[src/rtl/spi_weight_loader_pkg.sv]
// Shared encodings for the SPI weight loader: commands, bank selects, frame fields, FSM states.
package spi_weight_loader_pkg;

  localparam logic [1:0] CMD_WRITE  = 2'b00;
  localparam logic [1:0] CMD_COMMIT = 2'b01;
  localparam logic [1:0] CMD_CLEAR  = 2'b10;
  localparam logic [1:0] CMD_NOP    = 2'b11;

  localparam logic [1:0] SEL_COS1 = 2'd0;
  localparam logic [1:0] SEL_SIN1 = 2'd1;
  localparam logic [1:0] SEL_COS2 = 2'd2;
  localparam logic [1:0] SEL_SIN2 = 2'd3;

  // Frame field positions (16-bit frame, MSB first on the wire)
  localparam int unsigned CMD_MSB  = 15;
  localparam int unsigned CMD_LSB  = 14;
  localparam int unsigned CH_MSB   = 13;
  localparam int unsigned CH_LSB   = 11;
  localparam int unsigned SEL_MSB  = 10;
  localparam int unsigned SEL_LSB  = 9;
  localparam int unsigned RSVD_MSB = 8;
  localparam int unsigned RSVD_LSB = 5;

  typedef enum logic [1:0] {StIdle, StShift, StExec} state_e;

  // Word index inside a flat bank: all channels of sel 0 first, then sel 1, ...
  function automatic int unsigned bank_idx(logic [1:0] sel, logic [2:0] ch, int unsigned nch);
    return 32'(sel) * nch + 32'(ch);
  endfunction

endpackage

[src/rtl/spi_weight_loader_sync.sv]
// Multi-stage synchronizer with registered-history edge pulses for one async input.
module spi_sync_edge #(
  parameter int unsigned Stages   = 2,
  parameter logic        ResetVal = 1'b0
) (
  input  logic i_clock,
  input  logic i_reset_n,
  input  logic i_async,
  output logic o_sync,
  output logic o_rise,
  output logic o_fall
);

  logic [Stages-1:0] r_sync;
  logic              r_prev;

  // Synchronizer chain plus one history flop; reset value avoids a false edge at release
  always_ff @(posedge i_clock or negedge i_reset_n) begin
    if (!i_reset_n) begin
      r_sync <= {Stages{ResetVal}};
      r_prev <= ResetVal;
    end else begin
      r_sync <= {r_sync[Stages-2:0], i_async};
      r_prev <= r_sync[Stages-1];
    end
  end

  assign o_sync = r_sync[Stages-1];
  assign o_rise = r_sync[Stages-1] & ~r_prev;
  assign o_fall = ~r_sync[Stages-1] & r_prev;

endmodule

[src/rtl/spi_weight_loader.sv]
// SPI weight loader: oversampled SPI frames write a shadow bank; a commit copies the
// shadow into the active bank on the next frame strobe so outputs never tear.
module spi_weight_loader
  import spi_weight_loader_pkg::*;
#(
  parameter int unsigned NCH         = 8,
  parameter int unsigned WW          = 5,
  parameter int unsigned FRAME_BITS  = 16,
  parameter int unsigned SYNC_STAGES = 2
) (
  input  logic              clock,
  input  logic              reset_n,
  input  logic              sclk,
  input  logic              ss,
  input  logic              mosi,
  input  logic              frame_strobe,
  output logic [NCH*WW-1:0] w_cos_1,
  output logic [NCH*WW-1:0] w_sin_1,
  output logic [NCH*WW-1:0] w_cos_2,
  output logic [NCH*WW-1:0] w_sin_2,
  output logic              commit_pending,
  output logic              load_done,
  output logic              frame_err,
  output logic [7:0]        err_cnt
);

  localparam int unsigned   BankW  = 4 * NCH * WW;
  localparam int unsigned   CntW   = $clog2(FRAME_BITS + 2);
  localparam logic [CntW-1:0] CntSat  = CntW'(FRAME_BITS + 1);
  localparam logic [CntW-1:0] CntFull = CntW'(FRAME_BITS);

  logic w_sclk_rise, w_ss_sync, w_ss_rise, w_ss_fall, w_mosi_sync;
  logic w_unused_sclk_sync, w_unused_sclk_fall, w_unused_mosi_rise, w_unused_mosi_fall;

  spi_sync_edge #(.Stages(SYNC_STAGES), .ResetVal(1'b0)) u_sync_sclk (
    .i_clock  (clock),
    .i_reset_n(reset_n),
    .i_async  (sclk),
    .o_sync   (w_unused_sclk_sync),
    .o_rise   (w_sclk_rise),
    .o_fall   (w_unused_sclk_fall)
  );

  spi_sync_edge #(.Stages(SYNC_STAGES), .ResetVal(1'b1)) u_sync_ss (
    .i_clock  (clock),
    .i_reset_n(reset_n),
    .i_async  (ss),
    .o_sync   (w_ss_sync),
    .o_rise   (w_ss_rise),
    .o_fall   (w_ss_fall)
  );

  spi_sync_edge #(.Stages(SYNC_STAGES), .ResetVal(1'b0)) u_sync_mosi (
    .i_clock  (clock),
    .i_reset_n(reset_n),
    .i_async  (mosi),
    .o_sync   (w_mosi_sync),
    .o_rise   (w_unused_mosi_rise),
    .o_fall   (w_unused_mosi_fall)
  );

  state_e              r_state, w_state_next;
  logic [FRAME_BITS-1:0] r_shift;
  logic [CntW-1:0]     r_cnt;
  logic [BankW-1:0]    r_shadow, r_active;
  logic                r_commit_pending, r_load_done, r_frame_err;
  logic [7:0]          r_err_cnt;

  logic [1:0]  w_cmd, w_sel;
  logic [2:0]  w_ch;
  logic [WW-1:0] w_data;
  logic [31:0] w_base;
  logic        w_valid, w_exec, w_exec_ok, w_exec_bad, w_copy;
  logic        w_unused_rsvd;

  assign w_cmd         = r_shift[CMD_MSB:CMD_LSB];
  assign w_ch          = r_shift[CH_MSB:CH_LSB];
  assign w_sel         = r_shift[SEL_MSB:SEL_LSB];
  assign w_data        = r_shift[WW-1:0];
  assign w_unused_rsvd = ^r_shift[RSVD_MSB:RSVD_LSB];
  assign w_base        = bank_idx(w_sel, w_ch, NCH) * WW;

  assign w_valid    = (r_cnt == CntFull) && (32'(w_ch) < NCH);
  assign w_exec     = (r_state == StExec);
  assign w_exec_ok  = w_exec & w_valid;
  assign w_exec_bad = w_exec & ~w_valid;
  assign w_copy     = frame_strobe & r_commit_pending;

  // FSM state register
  always_ff @(posedge clock or negedge reset_n) begin
    if (!reset_n) r_state <= StIdle;
    else          r_state <= w_state_next;
  end

  // FSM next state: frame opens on ss fall, executes for one cycle after ss rise
  always_comb begin
    w_state_next = r_state;
    unique case (r_state)
      StIdle:  if (w_ss_fall) w_state_next = StShift;
      StShift: if (w_ss_rise) w_state_next = StExec;
      StExec:  w_state_next = StIdle;
      default: w_state_next = StIdle;
    endcase
  end

  // Shift register and saturating bit counter
  always_ff @(posedge clock or negedge reset_n) begin
    if (!reset_n) begin
      r_shift <= '0;
      r_cnt   <= '0;
    end else if (r_state == StIdle && w_ss_fall) begin
      r_shift <= '0;
      r_cnt   <= '0;
    end else if (r_state == StShift && w_sclk_rise && !w_ss_sync) begin
      r_shift <= {r_shift[FRAME_BITS-2:0], w_mosi_sync};
      if (r_cnt != CntSat) r_cnt <= r_cnt + CntW'(1);
    end
  end

  // Frame execution, commit handshake, strobe-aligned bank copy and error counting.
  // The copy reads r_shadow before any same-cycle write lands; a same-cycle COMMIT re-arms.
  always_ff @(posedge clock or negedge reset_n) begin
    if (!reset_n) begin
      r_shadow         <= '0;
      r_active         <= '0;
      r_commit_pending <= 1'b0;
      r_load_done      <= 1'b0;
      r_frame_err      <= 1'b0;
      r_err_cnt        <= '0;
    end else begin
      r_load_done <= w_copy;
      r_frame_err <= w_exec_bad;
      if (w_exec_bad && r_err_cnt != 8'hFF) r_err_cnt <= r_err_cnt + 8'd1;
      if (w_copy) begin
        r_active         <= r_shadow;
        r_commit_pending <= 1'b0;
      end
      if (w_exec_ok) begin
        unique case (w_cmd)
          CMD_WRITE:  r_shadow[w_base +: WW] <= w_data;
          CMD_COMMIT: r_commit_pending <= 1'b1;
          CMD_CLEAR:  r_shadow <= '0;
          CMD_NOP:    ;
          default:    ;
        endcase
      end
    end
  end

  assign w_cos_1        = r_active[32'(SEL_COS1) * NCH * WW +: NCH * WW];
  assign w_sin_1        = r_active[32'(SEL_SIN1) * NCH * WW +: NCH * WW];
  assign w_cos_2        = r_active[32'(SEL_COS2) * NCH * WW +: NCH * WW];
  assign w_sin_2        = r_active[32'(SEL_SIN2) * NCH * WW +: NCH * WW];
  assign commit_pending = r_commit_pending;
  assign load_done      = r_load_done;
  assign frame_err      = r_frame_err;
  assign err_cnt        = r_err_cnt;

endmodule

[config.mk]
export PLATFORM = sky130hd
export DESIGN_NAME = spi_weight_loader
export DESIGN_NICKNAME = d
export VERILOG_FILES = /design/src/rtl/spi_weight_loader_pkg.sv /design/src/rtl/spi_weight_loader_sync.sv /design/src/rtl/spi_weight_loader.sv
export SDC_FILE = /design/constraint.sdc
export NUM_CORES = 1
export LEC_CHECK = 0
export BUFFER_PORTS_ARGS = -buffer_cell sky130_fd_sc_hd__buf_4
export CORE_MARGIN = 3
export CORE_UTILIZATION = 35
export CTS_BUF_LIST = sky130_fd_sc_hd__clkbuf_4
export CTS_CLUSTER_DIAMETER = 50
export CTS_CLUSTER_SIZE = 28
export DETAILED_ROUTE_END_ITERATION = 10
export GPL_TIMING_DRIVEN = 0
export SLEW_MARGIN = 10
export SYNTH_ARGS = -nofsm -noshare
export SYNTH_HDL_FRONTEND = slang
export SYNTH_SLANG_ARGS = --single-unit
[constraint.sdc]
create_clock -name clock -period 4.1 [get_ports clock]
set_input_delay 0.205 -clock clock [delete_from_list [all_inputs] [get_ports clock]]
set_output_delay 0.205 -clock clock [all_outputs]
set_load 0.02 [all_outputs]
# After elaboration in Yosys (flattened, before gate mapping)
# Cells that the tools add are included.
dict set report totals {
  ff_bits 362
  input_bits 6
  output_inout_bits 171
  word_cells 66
}
dict set report op_classes {
  addsub 4
  mul 1
  eq_ne 9
  shifts 2
  muxes 13
  bitwise_logic 10
  reduce_logical 13
}
# op n
set op_table {}
lappend op_table {{case mux 160 bit (2 select lines)} 1}
lappend op_table {{bitwise mux 160 bit} 1}
lappend op_table {{variable shift 5 x 34 -> 160 bit, first input constant} 1}
lappend op_table {{variable part select 5 x 34 -> 160 bit} 1}
lappend op_table {{negation 9 -> 34 bit} 1}
lappend op_table {{two-way mux 16 bit} 2}
lappend op_table {{two-way mux 5 bit} 3}
lappend op_table {{multiplier 6 x 3 -> 9 bit, second input constant} 1}
lappend op_table {{adder 8 x 1 -> 8 bit, second input constant} 1}
lappend op_table {{inequality test 8 bit, second input constant} 1}
lappend op_table {{adder 5 x 3 -> 6 bit} 1}
lappend op_table {{AND 1 bit} 6}
lappend op_table {{AND reduction 2 bit} 3}
lappend op_table {{nonzero test 2 bit} 3}
lappend op_table {{adder 5 x 1 -> 5 bit, second input constant} 1}
lappend op_table {{== test 5 bit, second input constant} 1}
lappend op_table {{inequality test 5 bit, second input constant} 1}
lappend op_table {{== test 2 x 1 -> 1 bit, second input constant} 2}
lappend op_table {{== test 2 bit, second input constant} 2}
lappend op_table {{logical AND 1 bit} 4}
lappend op_table {{zero test 2 bit} 2}
lappend op_table {{two-way mux 2 bit} 2}
lappend op_table {{NOT 1 bit} 4}
lappend op_table {{case mux 2 bit (2 select lines)} 1}
lappend op_table {{4 further kinds} 6}

# Depth between registers and ports, before layout
# Gate-level depths: netlist of the first run.
dict set report logic_depth {
  depth_word 6
  ltp_mapped 10
}

# Hierarchy
# A second synthesis of the first run with hierarchy kept.
dict set report unflattened {
  hier_cells 1269
  hier_area_um2 15318.4
}
# mod instances cells_each area_per_inst_um2
set by_module_without_submodules {}
lappend by_module_without_submodules {spi_weight_loader 1 1254 15044.4}
lappend by_module_without_submodules {{spi_sync_edge at u_sync_mosi ...} 2 5 90.1}
lappend by_module_without_submodules {{spi_sync_edge at u_sync_ss} 1 5 93.8}

# Worst setup path before layout of the first run
# No wires, ideal clock.
dict set report synth_path {
  path_type {reg-to-reg}
  startpoint {register r_shift[11]}
  endpoint {register r_shadow[101]}
  setup_time_ns 0.126
  arrival_ns 2.444
  required_time_ns 3.974
  setup_slack_ns 1.530
  path_stages_with_launch 10
  path_buffers 2
  period_less_slack_ns 2.570
  cell_sequence {dfrtp_1 > buf_2 > inv_1 > ha_1 > or2_2 > buf_2 > o32ai_1 > a21boi_2 > nor3b_1 > a221o_1}
}
dict set report synth_between {
  elab_chain_cells 6
}
# item line_no
set synth_rtl {}
lappend synth_rtl {{start: declaration} spi_weight_loader.sv:63} ;# logic [FRAME_BITS-1:0] r_shift;
lappend synth_rtl {{start signal: assignment} spi_weight_loader.sv:115} ;# r_shift <= {r_shift[FRAME_BITS-2:0], w_mosi_sync};
lappend synth_rtl {{adder 5 x 3 -> 6 bit *} spi_weight_loader_pkg.sv:28} ;# return 32'(sel) * nch + 32'(ch);
lappend synth_rtl {{multiplier 6 x 3 -> 9 bit *} spi_weight_loader.sv:81} ;# assign w_base = bank_idx(w_sel, w_ch, NCH) * WW;
lappend synth_rtl {{negation 9 -> 34 bit *} spi_weight_loader.sv:140} ;# CMD_WRITE: r_shadow[w_base +: WW] <= w_data;
lappend synth_rtl {{variable part select 5 x 34 -> 160 bit / variable shift 5 x 34 -> 160 bit (equally long branches)} spi_weight_loader.sv:140}
lappend synth_rtl {{bitwise mux 160 bit *} spi_weight_loader.sv:140}
lappend synth_rtl {{case mux 160 bit (2 select lines) *} spi_weight_loader.sv:139} ;# unique case (w_cmd)
lappend synth_rtl {{end signal: indexed assignment} spi_weight_loader.sv:140}
lappend synth_rtl {{end: declaration} spi_weight_loader.sv:65} ;# logic [BankW-1:0] r_shadow, r_active;
# Mark *: on every way between the ends. The rest lies on a longest branch, timed or not.
# A chain may end at the register's enable or synchronous reset.

# Worst setup path in the final report of the first run
dict set report layout_path {
  startpoint {register r_shift[11]}
  endpoint {register r_shadow[56]}
}
# Same word-level chain as after synthesis.

==> flow_summary.toml, run 1 <==
[setup_path]
r2r_setup_slack_ns = 0.49
crit_fanout = 10
worst-endpoint-required_ns = 4.74
end_kind = "flop"
cp.arrival_ns = 4.25
start_kind = "flop"
crit_type = "flop to flop"

[yosys]
ys_warn_count = 0
synthCells = 1198
syn_nets = 1212
synth_ff_type = "dfrtp_1"
ys_seq_area_frac = 0.601
ys_ff_latch = 362
netlist_area_sq_mm = 0.0151
synth_edf_count = 0
synth_cell_types = 69
syn_area_per_cell_sq_um = 12.6
async_flop_share = 1.00

[clock_tree]
post_cts_resized = 0
cts.sinks = 362
cts_tree = "built"
clockBufferDepth = 3
cts_root_buf = "clkbuf_4"
cts_buffers = 39
htreeDepth = 2
clk_latency_ns = 0.78
clkTransAtPathRegs_ns = 0.13

[power]
peakVddDrop_uv = 243
intPower_w = 0.00459
p_comb_frac = 0.040
power.density_mw_per_mm2 = 342
p_sw_frac = 0.252
p_clk_frac = 0.366
switching_power_w = 0.00154
p_leak_nw = 8.62
p_seq_frac = 0.595

[sta]
fin_skew_ns = 0.0717
hold_viol_final = 0
finalSetupViolCount = 0
drv_slew = 0
max_freq_ghz = 0.277
worstMarginPinSlew_ns = 0.990
rsz0062_at_grt = "no"
fin_crit_ns = 3.61
fin_crit_sh = 0.881
max_slew_margin = 0.321
whs_ns = 0.128

[detailed_routing]
drtIter0Drc = 786
wl_per_cell_microns = 22.3
drt-total-wl_microns = 44500
routed_via_density = 5.38
drc = 0
vias = 10700
first_pass_iters = 6
ant_nets = 0

[final_layout]
syn2layout_area_growth_pct = 18.8
design_area_sq_mm = 0.0179
fill_cells = 3970
final-seq-area_sq_mm = 0.00906
multiInputGateArea_sq_mm = 0.00567
drive_gt1_frac = 0.312
fin_nets = 1439

[global_route]
grt_use_total = 0.194
grt_first_pass_wirelength_microns = 66500
grt_pass1_vias = 10700
antenna_found_initial = 1
grt_max_degree = 115
grt_overflow = 0

[floorplanning]
fp-row-count = 75
die_y_microns = 214
die_w_microns = 214
core_sq_mm = 0.0422
dieArea_sq_mm = 0.0456
ioPinCount = 177
start_util = 0.357

[run]
maxCapViolCount = 0

[run_status]
status = "finished clean"

[placement]
gp_congestion = 0.941
numPortBuffers = 176
dp_hpwl_microns = 31800
place_area_sq_mm = 0.0172

[min_path]
hold_class = "input pin to flop"
worst max-delay path, cell delays in order (launching register included):
cell	delay, ns
dfrtp_1	0.53
buf_2	0.29
inv_1	0.10
ha_1	0.24
buf_2	0.21
and3b_1	0.23
mux2i_1	0.78
clkbuf_1	0.58
nor2_1	0.25
a32o_1	0.31
cell families (layout without fill, tap and decap cells):
| logic type | count (synthesis) | count (layout) | share of synthesized area |
|---|---|---|---|
| simple gates | 297 | 297 | 0.0997 |
| compound gates | 238 | 238 | 0.120 |
| fa+ha+maj | 8 | 8 | 0.00664 |
| mux | 193 | 193 | 0.141 |
| flops | 362 | 362 | 0.601 |
| other cells | 0 | 2 | 0 |
| buf+inv | 85 | 341 | 0.0229 |
| xor+xnor | 15 | 15 | 0.00871 |
cell usage after synthesis, types with 3 or more instances:
| library cell | instances | area [sq um] |
|---|---|---|
| a21oi_1 | 14 | 70.1 |
| nor3b_1 | 6 | 45.0 |
| dfstp_2 | 3 | 78.8 |
| a22oi_1 | 20 | 150 |
| inv_1 | 10 | 37.5 |
| nor2_1 | 46 | 173 |
| nand3_1 | 11 | 55.1 |
| mux2_2 | 161 | 1810 |
| o31a_1 | 5 | 43.8 |
| mux2i_1 | 32 | 320 |
| o21ai_0 | 64 | 320 |
| nor3_1 | 26 | 130 |
| and2_1 | 8 | 50.1 |
| ha_1 | 8 | 100 |
| xnor2_1 | 8 | 70.1 |
| nor4b_1 | 3 | 26.3 |
| buf_2 | 9 | 45.0 |
| nand4_1 | 15 | 93.8 |
| a21oi_2 | 3 | 26.3 |
| and3_1 | 6 | 37.5 |
| nand2_1 | 121 | 454 |
| or3_1 | 3 | 18.8 |
| a32o_1 | 28 | 280 |
| o221ai_1 | 10 | 87.6 |
| a22o_1 | 65 | 569 |
| o21ai_1 | 5 | 25.0 |
| xor2_1 | 7 | 61.3 |
| or3_4 | 3 | 33.8 |
| nor3_2 | 6 | 60.1 |
| clkbuf_1 | 61 | 229 |
| nor2b_1 | 11 | 68.8 |
| dfrtp_1 | 359 | 8980 |
| or4_1 | 4 | 30.0 |
| a221o_1 | 5 | 50.1 |
| or2_2 | 5 | 31.3 |
power groups by stage:
stage	combinational [W]	sequential (W)	clock (W)
after floorplan	0.0000747	0.00373	0
after global placement	0.000224	0.00371	0
after detailed placement	0.000242	0.00371	0
after CTS	0.000251	0.00365	0.00233
after global routing	0.000274	0.00366	0.00247
final	0.000243	0.00365	0.00224
registers in the layout, indices dropped and copies added, names as in the netlist:
signal              cells
r_active              160
r_shadow              160
r_shift                16
err_cnt                 8
r_cnt                   5
r_state                 2
u_sync_mosi.r_sync      2
u_sync_sclk.r_sync      2
u_sync_ss.r_sync        2
commit_pending          1
frame_err               1
load_done               1
u_sync_sclk.r_prev      1
u_sync_ss.r_prev        1
routing by layer:
metal  global-route usage  part of all wire  vias to the layer above
met4               0.0798             0.038                        0
li1                     -                 -                     4843
met5                    0                 0                        -
met2                0.305              0.46                      380
met3               0.0461             0.065                       88
met1                0.260              0.44                     5418
worst paths after layout:
| kind | start | end | cells past startpoint |
|---|---|---|---|
| min in group asynchronous | reset_n | u_sync_ss.r_sync[0] | 3 |
| max reg2reg | r_shift[11] | r_shadow[56] | 9 |
| min reg2reg | u_sync_sclk.r_sync[0] | u_sync_sclk.r_sync[1] | 0 |
| max in group asynchronous | reset_n | r_active[148] | 5 |
| max | r_shift[11] | r_shadow[56] | 9 |
| min | sclk | u_sync_sclk.r_sync[0] | 2 |
repair_timing:
action / CTS / global route
hold buffers: 7 / 0
buffers inserted: 0 / 0
endpoints found under the hold margin: 253 / 0
setup endpoints to repair: 0 / 0
per-stage QoR:
step	utilization	setup slack, ns	power [W]	setup TNS (ns)	cells
finish	0.424	0.489	0.00613	0	1995
global route	0.424	0.396	0.00640	0	1995
CTS	0.424	0.609	0.00623	0	1993
detailed placement	0.406	0.615	0.00396	0	1916
global placement	0.404	-0.671	0.00394	-226.52	1913
floorplan	-	1.53	0.00380	0	1198
area by class of cell:
class | instances | share of cell area
antenna | 2 | 0.000279
buffer | 74 | 0.0170
clock buffer | 44 | 0.0184
clock inverter | 26 | 0.0187
inverter | 11 | 0.00230
multi-input combinational | 751 | 0.317
sequential | 362 | 0.506
tap | 539 | 0.0376
timing repair buffer | 186 | 0.0833
layout by cell type, fill, tap and decap left out, drive strengths merged, types with 20 or more instances in the layout:
master / count
dfrtp: 359
buf: 193
mux2: 161
nand2: 121
clkbuf: 105
o21ai: 69
a22o: 65
nor2: 48
mux2i: 32
nor3: 32
a32o: 28
a22oi: 20
(Power assumes the default switching activity.)
==> inputs of run 2 (changes only) <==
--- a/config.mk
+++ b/config.mk
@@ -5,6 +5,7 @@
 export SDC_FILE = /design/constraint.sdc
 export NUM_CORES = 1
 export LEC_CHECK = 0
+export ABC_AREA = 1
 export BUFFER_PORTS_ARGS = -buffer_cell sky130_fd_sc_hd__buf_4
 export CORE_MARGIN = 3
 export CORE_UTILIZATION = 35
==> run 2 against run 1 <==
  * Area after synthesis up 1.4%
  * Core utilization is 0.57 points higher
  * Synthesized cell count increased by 51%
  * Critical path depth did not move
  * Hold slack got worse by 0.050 ns
  * Critical path type unchanged
  * Critical endpoint is now r_shadow[65]
  * Largest cell class unchanged
==> flow_summary.toml, run 2 <==
[sta]
fin_crit_sh = 0.667
fin_skew_ns = 0.0995
max_freq_ghz = 0.366
finalSetupViolCount = 0
finalWorstSetupSlack_ns = 1.36
max_slew_margin = 0.187
drv_slew = 0
worstMarginPinSlew_ns = 1.22
hold_viol_final = 0
rsz0062_at_grt = "no"
whs_ns = 0.0783
fin_crit_ns = 2.74

[yosys]
synth_edf_count = 0
syn_nets = 1817
syn_area_per_cell_sq_um = 8.48
yosysTopAreaCell = "dfrtp_1"
async_flop_share = 1.00
ys_seq_area_frac = 0.593
synthTopCellsByArea = "dfrtp_1, nand2_1, nand3_1"
ys_warn_count = 0
netlist_area_sq_mm = 0.0153
yosysMostFrequentCell = "nand2_1"
synth_ff_type = "dfrtp_1"
synthCells = 1803
yosys-top-cells-count = "nand2_1, dfrtp_1, nand3_1"
netlist.area_leader.share = 0.588
synth_cell_types = 34
ys_ff_latch = 362

[global_route]
grt_max_degree = 116
antenna_found_initial = 1
grt_first_pass_wirelength_microns = 75500
grt_overflow = 0
grt_use_total = 0.209
grt_pass1_vias = 12800

[placement]
dp_hpwl_microns = 35600
dp_worst_setup_slack_ns = 1.32
gp_congestion = 0.924
place_area_sq_mm = 0.0174
numPortBuffers = 176
dp_cells = 2559

[detailed_routing]
first_pass_iters = 5
drt-total-wl_microns = 48500
routed_via_density = 4.88
drtIter0Drc = 1248
vias = 12900
ant_nets = 0
drc = 0
wl_per_cell_microns = 18.4

[run]
maxCapViolCount = 0

[clock_tree]
cts_root_buf = "clkbuf_4"
post_cts_resized = 0
clkTransAtPathRegs_ns = 0.13
cts_buffers = 39
cts.sinks = 362
clockBufferDepth = 3
clk_latency_ns = 0.85
htreeDepth = 2
cts_tree = "built"

[setup_path]
cp_cell_sequence = "buf_4, inv_2, buf_6, ha_1, clkbuf_1, nand3_1, nor3_1, nand3_1, nand2_1"
critPathTopFamily = "simple AND/OR/NAND/NOR gates"
critPathSlowestCell = "nor3_1"
start_kind = "flop"
crit_type = "flop to flop"
end_kind = "flop"
crit_fanout = 11
crit_path_max_incr_delay_ns = 0.72
cpMostUsedCell = "nand3_1"
worst-endpoint-required_ns = 4.81
cp.arrival_ns = 3.45
cp.buffers_inverters = 4

[run_status]
status = "finished clean"

[floorplanning]
core_sq_mm = 0.0425
die_w_microns = 215
fp-row-count = 75
die_y_microns = 215
ioPinCount = 177
dieArea_sq_mm = 0.0462
start_util = 0.360

[final_layout]
final_common_cell = "nand2_1"
fin_nets = 2044
fin_cells = 2640
layout_common_cells = "nand2_1, dfrtp_1, buf_4"
syn2layout_area_growth_pct = 19.5
design_area_sq_mm = 0.0183
reg.largest.list = "r_active: 160 flops, r_shadow: 160 flops, r_shift: 16 flops"
drive_gt1_frac = 0.165

[min_path]
hold_class = "input pin to flop"

[power]
peakVddDrop_uv = 209
power.density_mw_per_mm2 = 353
p_leak_nw = 10.2
power_w = 0.00645
[run 2: cell count changes in the layout (fill, tap and decap cells not counted), moves of 17 or more]
cell and change:
nand4_1 +18, nor2_1 +27, a22oi_1 -20, mux2_2 -161, a22o_1 -65, nor2_2 +17, o21ai_0 -39, nand3_1 +111
inv_1 +41, nand2_1 +820, mux2i_1 -32, a32o_1 -28
[run 2: cell families (layout without fill, tap and decap cells)]
family,Yosys count,count (layout),synth area share
other,0,3,0
flip-flops,362,362,0.593
adder cells (fa/ha/maj),8,8,0.00655
buffers and inverters,133,390,0.0390
AND/OR/NAND/NOR,1242,1242,0.340
AO/OA/AOI/OAI,49,49,0.0170
XOR/XNOR,9,9,0.00515
[run 2: layer usage]
| layer | part of all wire | routed length, microns | GRT usage | vias to the layer above |
|---|---|---|---|---|
| met5 | 0 | 0 | 0 | - |
| met4 | 0.034 | 1640 | 0.0681 | 0 |
| met3 | 0.073 | 3520 | 0.0468 | 104 |
| met2 | 0.45 | 21700 | 0.332 | 426 |
| met1 | 0.45 | 21600 | 0.287 | 6236 |
| li1 | - | - | - | 6116 |
[run 2: per-stage QoR]
stage                util  TNS (ns)
floorplan               -         0
global placement    0.408   -198.73
detailed placement  0.410         0
CTS                 0.430         0
global route        0.430         0
finish              0.430         0
[run 2: worst paths after layout]
kind                                       start                    end  slack (ns)  cells after the start
max                                  r_shift[11]           r_shadow[65]        1.36                      9
min                                         mosi  u_sync_mosi.r_sync[0]        0.08                      2
max reg2reg                          r_shift[11]           r_shadow[65]        1.36                      9
min reg2reg                u_sync_sclk.r_sync[0]  u_sync_sclk.r_sync[1]        0.36                      0
max in group asynchronous                reset_n            r_active[8]        2.31                      5
min in group asynchronous                reset_n          r_shadow[108]        0.47                      3
[run 2: timing repair]
item | in CTS | in global routing
hold buffers | 7 | 0
buffers inserted | 0 | 0
endpoints found under the hold margin | 248 | 0
[run 2: report_power, final]
group / leakage [nW] / internal [W] / switching, W
clock network: 0.398 / 0.00107 / 0.00144
logic: 4.74 / 0.0000909 / 0.000187
registers: 5.03 / 0.00361 / 0.0000514
total: 10.2 / 0.00477 / 0.00168
[run 2: final cells by class]
class / instances / area (sq um)
clock inverter: 26 / 418
tap: 577 / 722
sequential: 362 / 9060
fill: 4260 / 24200
antenna: 3 / 7.51
multi-input combinational: 1308 / 5630
buffer: 75 / 377
inverter: 58 / 220
clock buffer: 45 / 338
timing repair buffer: 186 / 1500
==> inputs of run 3 (changes only) <==
--- a/config.mk
+++ b/config.mk
@@ -5,7 +5,7 @@
 export SDC_FILE = /design/constraint.sdc
 export NUM_CORES = 1
 export LEC_CHECK = 0
-export ABC_AREA = 1
+export ABC_AREA = 0
 export BUFFER_PORTS_ARGS = -buffer_cell sky130_fd_sc_hd__buf_4
 export CORE_MARGIN = 3
 export CORE_UTILIZATION = 35
==> constraint.sdc (replaced) <==
create_clock -name clock -period 2.6 [get_ports clock]
set_input_delay 0.13 -clock clock [delete_from_list [all_inputs] [get_ports clock]]
set_output_delay 0.13 -clock clock [all_outputs]
set_load 0.02 [all_outputs]
==> run 3 against run 2 <==
  * Sequential cell count stayed put
  * Critical path depth is 5 lower
  * Global-route usage is 1.4 points lower
  * Combinational power is 39% higher
  * Sequential share of layout area is 0.31 points lower
  * Hold slack better by 0.23 ns
  * Final area is 0.66% higher
  * Clock-buffer cell count is 1 lower
  * Setup slack worse by 1.3 ns
  * Critical endpoint is now r_shadow[107]
  * Highest routed layer unchanged
==> flow_summary.toml, run 3 (synthesized netlist as in run 1, its figures left out) <==
[power]
peakVddDrop_uv = 384
power.density_mw_per_mm2 = 526
p_leak_nw = 8.84

[clock_tree]
cts_tree = "built"
htreeDepth = 2
cts.sinks = 362
cts_root_buf = "clkbuf_4"
clockBufferDepth = 3
clkTransAtPathRegs_ns = 0.12
cts_buffers = 39
clk_latency_ns = 0.77

[final_layout]
fin_nets = 1459
reg.largest.list = "r_active: 160 flops, r_shadow: 160 flops, r_shift: 16 flops"
design_area_sq_mm = 0.0184
final_common_cell = "dfrtp_1"
fin_cells = 2015
syn2layout_area_growth_pct = 22.0
drive_gt1_frac = 0.358
layout_common_cells = "dfrtp_1, buf_4, mux2_2"

[sta]
rsz0062_at_grt = "yes"
drv_slew = 0
fin_crit_ns = 2.55
worstMarginPinSlew_ns = 0.999
fin_crit_sh = 0.980
max_slew_margin = 0.334
whs_ns = 0.307
max_freq_ghz = 0.392
hold_viol_final = 0
finalSetupViolCount = 0
tns_ns = 0
fin_skew_ns = 0.0695

[run]
maxCapViolCount = 0

[floorplanning]
die_w_microns = 214
core_sq_mm = 0.0422
dieArea_sq_mm = 0.0456
fp-row-count = 75
start_util = 0.357
ioPinCount = 177
die_y_microns = 214

[global_route]
antenna_found_initial = 1
grt_max_degree = 115
grt_first_pass_wirelength_microns = 67000
grt_use_total = 0.195
grt_overflow = 0
grt_pass1_vias = 10800

[detailed_routing]
drt-total-wl_microns = 44700
first_pass_iters = 5
vias = 10800
routed_via_density = 5.37
wl_per_cell_microns = 22.2
drtIter0Drc = 775
drc = 0
ant_nets = 0

[run_status]
status = "finished clean"

[setup_path]
reg2reg_from = "r_shift[15]"
reg2reg_depth = 4
timing.rr.end = "r_shadow[107]"
end_kind = "flop"
crit_fanout = 10
worst-endpoint-required_ns = 3.22
cp.arrival_ns = 3.17
r2r_setup_slack_ns = 0.05
crit_type = "flop to flop"
start_kind = "flop"

[placement]
dp_cells = 1916
gp_congestion = 0.941
numPortBuffers = 176
dp_hpwl_microns = 31800
place_area_sq_mm = 0.0172

[min_path]
min-delay-start = "frame_strobe"
hold_class = "input pin to flop"
hold_path_depth = 4
hold-path-endpoint = "commit_pending"
-- run 3: cell types whose count changed in the layout (fill, tap and decap cells not counted), sizes merged, moves of 51 or more --
cell / previous run / this run
inv: 66 / 15
nand3: 124 / 11
nand2: 953 / 121
nor2: 101 / 48
mux2: 0 / 161
a22o: 0 / 65
-- run 3: report_power, final --
part	switching, W	leakage (nW)	internal (W)
Clock	0.00211	0.367	0.00143
Sequential	0.0000663	5.03	0.00568
Combinational	0.000265	3.44	0.000122
-- run 3: how the worst max path moves through the flow --
stage	from	depth (start not counted)	end
after global placement	reset_n	1	r_active[67]
after global routing	r_shift[12]	10	r_shadow[1]
after floorplan	r_shift[11]	9	r_shadow[101]
final	r_shift[15]	4	r_shadow[107]
after detailed placement	r_shift[11]	10	r_shadow[68]
after CTS	r_shift[12]	10	r_shadow[83]
-- run 3: cell type report --
type,count,area [sq um]
clock buffer,44,330
tap,539,674
fill,3936,23800
clock inverter,26,335
inverter,11,41.3
sequential,362,9060
buffer,73,364
timing repair buffer,207,1660
multi-input combinational,751,5920
antenna,2,5.00
-- run 3: per-stage QoR --
stage | setup WS (ns) | util | power, W
final | 0.0520 | 0.436 | 0.00968
after global routing | -0.00228 | 0.436 | 0.0101
after CTS | 0.00889 | 0.431 | 0.00983
after detailed placement | -0.885 | 0.406 | 0.00624
after global placement | -2.10 | 0.404 | 0.00621
after floorplan | 0.0305 | - | 0.00599
-- run 3: repair_timing --
| item | 4_1_cts | 5_1_grt |
|---|---|---|
| hold buffers | 10 | 0 |
| setup buffers | 9 | 9 |
| hold endpoints to repair | 253 | 0 |
| setup endpoints to repair | 160 | 164 |
| pin swaps | 4 | 7 |
| gates resized for setup | 56 | 51 |
| gates cloned | 0 | 0 |
-- run 3: routing by layer --
layer,global-route usage,vias up,wire (microns)
met4,0.0820,0,1740
li1,-,4882,-
met5,0,-,0
met2,0.308,358,20700
met3,0.0467,89,2990
met1,0.259,5490,19300
-- run 3: critical path: stages (launching register included) --
cell      delay (ns)
dfrtp_1         0.55
clkbuf_1        0.56
nand3_1         0.63
clkbuf_1        0.40
a32o_1          0.32
